[src/rtl/nibble_serial_adder_seq.sv]
// -----------------------------------------------------------------------------
// nibble_serial_adder_seq
//
// Performs a W-bit addition (W = 4*NIBBLES) by driving an external 4-bit
// combinational adder one nibble per cycle, least-significant nibble first,
// and chaining each nibble's carry-out into the next nibble's carry-in.
//
// Ports:
//   clk, rst_n            clock; asynchronous active-low reset
//   in_valid / in_ready   operand handshake (op_a, op_b, op_cin)
//   op_a, op_b [W]        operands, sampled only on the accepting edge
//   op_cin                carry into nibble 0
//   add_a, add_b, add_cin nibble and carry driven to the external adder
//   add_s, add_cout       sum and carry from the external adder (same cycle)
//   out_valid / out_ready result handshake (sum, cout)
//   sum [W], cout         result; {cout,sum} = op_a + op_b + op_cin
//   ovf                   signed overflow flag, present only when the macro
//                         NIBBLE_SERIAL_OVF_FLAG_EN is defined
//
// Parameter NIBBLES: number of 4-bit slices, legal range 1..16.
// Latency: out_valid rises NIBBLES cycles after the accepting edge.
// -----------------------------------------------------------------------------
module nibble_serial_adder_seq #(
    parameter  int NIBBLES = 4,
    localparam int W       = 4 * NIBBLES
) (
    input  logic         clk,
    input  logic         rst_n,
    input  logic         in_valid,
    output logic         in_ready,
    input  logic [W-1:0] op_a,
    input  logic [W-1:0] op_b,
    input  logic         op_cin,
    output logic [3:0]   add_a,
    output logic [3:0]   add_b,
    output logic         add_cin,
    input  logic [3:0]   add_s,
    input  logic         add_cout,
    output logic         out_valid,
    input  logic         out_ready,
`ifdef NIBBLE_SERIAL_OVF_FLAG_EN
    output logic         ovf,
`endif
    output logic [W-1:0] sum,
    output logic         cout
);

    // idx needs at least one bit even when there is a single nibble.
    localparam int            IW   = (NIBBLES > 1) ? $clog2(NIBBLES) : 1;
    localparam logic [IW-1:0] LAST = IW'(NIBBLES - 1);

    typedef enum logic [1:0] {
        st_idle = 2'd0,
        st_run  = 2'd1,
        st_done = 2'd2
    } state_t;

    state_t        state, state_next;
    logic [IW-1:0] idx;
    logic          carry;
    logic [W-1:0]  a_reg, b_reg, sum_reg;
    logic          cout_reg;
`ifdef NIBBLE_SERIAL_OVF_FLAG_EN
    logic          ovf_reg;
`endif

    // ------------------------------------------------------------------
    // State register
    // ------------------------------------------------------------------
    // NOTE: sequential state uses non-blocking assignments so every register
    // samples pre-edge values, independent of block evaluation order.
    always_ff @(posedge clk or negedge rst_n) begin
        if (!rst_n) state <= st_idle;
        else        state <= state_next;
    end

    // ------------------------------------------------------------------
    // Next-state and output decode
    // ------------------------------------------------------------------
    always_comb begin
        // NOTE: every output gets a default first so no path through the
        // case leaves a signal unassigned (which would infer a latch).
        state_next = state;
        in_ready   = 1'b0;
        out_valid  = 1'b0;
        add_a      = 4'h0;
        add_b      = 4'h0;
        add_cin    = 1'b0;

        unique case (state)
            st_idle: begin
                in_ready = 1'b1;
                if (in_valid) state_next = st_run;
            end
            st_run: begin
                add_a   = a_reg[4*int'(idx) +: 4];
                add_b   = b_reg[4*int'(idx) +: 4];
                add_cin = carry;
                if (idx == LAST) state_next = st_done;
            end
            st_done: begin
                out_valid = 1'b1;
                if (out_ready) state_next = st_idle;
            end
            default: state_next = st_idle;
        endcase
    end

    // ------------------------------------------------------------------
    // Datapath: operand capture, nibble-by-nibble sum accumulation
    // ------------------------------------------------------------------
    // NOTE: every datapath register is reset so an aborted operation can
    // never leave stale or partial results on sum/cout.
    always_ff @(posedge clk or negedge rst_n) begin
        if (!rst_n) begin
            idx      <= '0;
            carry    <= 1'b0;
            a_reg    <= '0;
            b_reg    <= '0;
            sum_reg  <= '0;
            cout_reg <= 1'b0;
`ifdef NIBBLE_SERIAL_OVF_FLAG_EN
            ovf_reg  <= 1'b0;
`endif
        end else begin
            unique case (state)
                st_idle: begin
                    if (in_valid) begin
                        a_reg <= op_a;
                        b_reg <= op_b;
                        carry <= op_cin;
                        idx   <= '0;
                    end
                end
                st_run: begin
                    sum_reg[4*int'(idx) +: 4] <= add_s;
                    carry                     <= add_cout;
                    if (idx == LAST) begin
                        // Top nibble: its carry-out is the final carry, and
                        // its sum MSB is the result sign bit.
                        idx      <= '0;
                        cout_reg <= add_cout;
`ifdef NIBBLE_SERIAL_OVF_FLAG_EN
                        ovf_reg  <= (a_reg[W-1] == b_reg[W-1]) &&
                                    (add_s[3] != a_reg[W-1]);
`endif
                    end else begin
                        idx <= idx + 1'b1;
                    end
                end
                default: ;  // st_done holds the result until out_ready
            endcase
        end
    end

    assign sum  = sum_reg;
    assign cout = cout_reg;
`ifdef NIBBLE_SERIAL_OVF_FLAG_EN
    assign ovf  = ovf_reg;
`endif

endmodule

[config.mk]
export PLATFORM = sky130hd
export DESIGN_NAME = nibble_serial_adder_seq
export DESIGN_NICKNAME = d
export VERILOG_FILES = /design/src/rtl/nibble_serial_adder_seq.sv
export SDC_FILE = /design/constraint.sdc
export NUM_CORES = 1
export LEC_CHECK = 0
export CAP_MARGIN = 20
export CELL_PAD_IN_SITES_DETAIL_PLACEMENT = 0
export CELL_PAD_IN_SITES_GLOBAL_PLACEMENT = 2
export CORE_ASPECT_RATIO = 1.75
export CORE_MARGIN = 2
export CORE_UTILIZATION = 31
export CTS_CLUSTER_DIAMETER = 80
export CTS_CLUSTER_SIZE = 16
export DETAILED_ROUTE_END_ITERATION = 10
export PLACE_DENSITY_LB_ADDON = 0.25
export SLEW_MARGIN = 20
export SYNTH_ARGS = -nofsm -noshare
export SYNTH_HDL_FRONTEND = slang
export SYNTH_SLANG_ARGS = --single-unit
[constraint.sdc]
create_clock -name clk -period 3.18 [get_ports clk]
set_clock_uncertainty 0.05 [all_clocks]
set_input_delay 0.318 -clock clk [delete_from_list [all_inputs] [get_ports clk]]
set_output_delay 0.318 -clock clk [all_outputs]
set_load 0.005 [all_outputs]
==> out/qor.csv <==
stage,metric,value,unit
critical_path,R2R Setup Slk,1.13,ns
drt,Routed Antenna Nets,0,
floorplan,height of the die,124,um
pwr,clock power share,15.5,%
critical_path,startpoint types,flip-flop,
floorplan,core region area,7960,um2
floorplan,Core Rows,43,
pwr,Power Total,3340,uW
finish,Antenna diodes,0,
grt,GRT Util Overall,14.5,%
synth,syn_nets,251,
synth,Post-synth ARST share,100,%
sta,Final period util,83.9,%
sta,Fin Hold WS,0.116,ns
pwr,leak pwr,0.00141,uW
sta,worst slew pin tran,0.710,ns
sta,PnR worst setup slack,0.513,ns
grt,gr ovfl total,0,
synth,Yosys top cell by area,dfrtp_1,
clock_tree,Root Buffer Master,clkbuf_16,
sta,fmax,375,MHz
place,# port buffers,69,
critical_path,top fanout value on the critical path,14,
critical_path,critical path type,flip-flop to output port,
synth,main combinational cell family by area after synthesis,multiplexers,
place,GP Congestion,0.681,
grt,vias in the first global route,1993,
sta,"Slew Viols, Final",0,
sta,unrepaired setup endpoints after global routing,no,
clock_tree,clk sinks,54,
clock_tree,clock-pin slew on the worst setup and hold paths,0.06,ns
synth,sequential area share after synthesis,52.9,%
place,hpwl dp,4.35,mm
synth,Syn Area/Cell,12.5,um2
floorplan,Ports,70,
synth,Synth Area in XOR/XNOR,0,%
drt,routed len/inst,16.5,um
critical_path,worst reg2reg startpoint,idx[0],
pwr,P_int,2230,uW
pwr,switching power,1110,uW
critical_path,critical path arrival,2.30,ns
clock_tree,Clock Path Buffers,2,
synth,synth cell count leaders,"dfrtp_1 (54), mux2_2 (31), inv_1 (19)",
synth,synth top area cells,"dfrtp_1 (53%), mux2_2 (14%), mux2i_1 (6.3%), o32ai_1 (5.5%), inv_1 (2.8%)",
synth,mux contribution to synthesized area,20.8,%
sta,slew margin rel.,52.7,%
synth,post-synthesis compound-gate area fraction,9.36,%
clock_tree,# hold bufs at CTS,0,
drt,Starting DRT DRC Count,83,
grt,first-pass GRT wire length,9.87,mm
critical_path,Register-to-Register Path Depth,4,
pwr,worst ir drop on vdd,0.430,mV
synth,Simple-Gate Fraction of Synth Area,8.92,%
critical_path,Slowest Stage Delay on Critical Path,0.63,ns
place,Setup Slack @ Placement,0.800,ns
synth,Post-Synth Adder-Cell Area,2.45,%
critical_path,CP bufs+invs,1,
drt,vias per cell,4.94,
critical_path,r2r endpoint,sum[13],
grt,largest net degree at the start of global routing,55,
pwr,combinational power share,47.4,%
sta,"Setup violations, final",0,
synth,Yosys reg bits,54,
drt,routed vias,1785,
floorplan,Die Width,72.6,um
run_status,status,completed,
synth,Synth Flop Type,dfrtp_1,
pwr,Net Sw Frac,33.3,%
synth,top-count cell post-synth,dfrtp_1,
clock_tree,CTS resizes,0,
drt,1st-pass router iterations,4,
pwr,Seq pwr share,37.1,%
synth,Yosys top cell area share,52.9,%
clock_tree,Clock Latency Late Sink,0.29,ns
job,max cap viols,0,
synth,Post-synth EDFFs,0,
drt,# DRC,0,
clock_tree,total CTS buffers,5,
critical_path,critical path's top delay family,simple AND/OR/NAND/NOR gates,
grt,initial antenna violation count,0,
synth,Synth Cell Area,2550,um2
sta,Final min period,2.67,ns
sta,setup TNS,0,ns
hold_path,worst min-delay path class,primary input to asynchronous set/reset pin,
finish,final instance area,3440,um2
clock_tree,CTS tree,yes,
drt,Routed WL,5.97,mm
place,"Cell Area, Placed",3300,um2
floorplan,die area,9000,um2
clock_tree,H-tree levels,2,
synth,Synth Instances,204,
finish,layout cells sized above 1,17.3,%
sta,final hold vios,0,
floorplan,starting density of the core,32.1,%
pwr,power density cells,971,nW/um2
critical_path,Critical Path RT,2.81,ns
critical_path,CP endpoint kind,output port,
clock_tree,Post-CTS Setup Inserts,0,
critical_path,CP max stage cell,or3b_2,
synth,Syn. warnings,0,
finish,Area Growth Syn to Fin,34.8,%
synth,Cell variety after synth,29,
critical_path,cell breakdown of the critical path,"or3b_2, o22ai_1, clkdlybuf4s50_1",
finish,Nets,318,
how the worst max path moves through the flow:
stage               cells past startpoint  startpoint       end  slack (ns)
floorplan                               6      idx[1]   sum[12]        0.97
global placement                        3    state[0]  add_a[0]        0.85
detailed placement                      3    state[0]  add_a[0]        0.80
CTS                                     3    state[0]  add_a[0]        0.48
global route                            3    state[0]  add_a[0]        0.37
finish                                  3    state[0]  add_a[2]        0.51
stage by stage:
stage,instances,utilization [%]
6_report,361,43.2
5_1_grt,361,43.2
4_1_cts,361,43.2
3_5_place_dp,354,41.5
3_3_place_gp,354,41.5
2_1_floorplan,204,-
metal layers:
layer,share of wire [%],up-vias,track usage (%)
li1,-,865,-
met4,1.6,0,5.32
met3,4.8,6,3.40
met5,0,-,0
met1,38,867,15.7
met2,56,47,26.8
power by group through the flow:
stage	Sequential (uW)	Combinational (uW)	Clock (uW)
floorplan	1190	995	0
global placement	1240	1610	0
detailed placement	1260	1610	0
CTS	1250	1620	541
global route	1290	1760	563
finish	1240	1580	517
cells in the final DEF, fill, tap and decap left out, types with 3 or more instances in the layout:
| master | n |
|---|---|
| clkdlybuf4s50_1 | 68 |
| dfrtp_1 | 54 |
| mux2_2 | 31 |
| inv_1 | 19 |
| mux2i_1 | 16 |
| nand2_1 | 16 |
| o32ai_1 | 16 |
| o22ai_1 | 8 |
| ha_1 | 5 |
| clkbuf_16 | 5 |
| and3b_1 | 4 |
| buf_4 | 3 |
kinds of logic (layout without fill, tap and decap cells):
logic type / Yosys count / count (layout)
flops: 54 / 54
mux: 49 / 49
simple gates: 35 / 35
buf+inv: 31 / 98
compound gates: 30 / 30
fa+ha+maj: 5 / 5
layout make-up:
type,instances,area [um2]
clock buffer,5,125
inverter,19,71.3
clock inverter,2,10.0
fill,781,4520
multi-input combinational,119,1060
timing repair buffer,72,708
sequential,54,1350
tap,90,113
No activity file was read; power rests on OpenSTA's default activity.
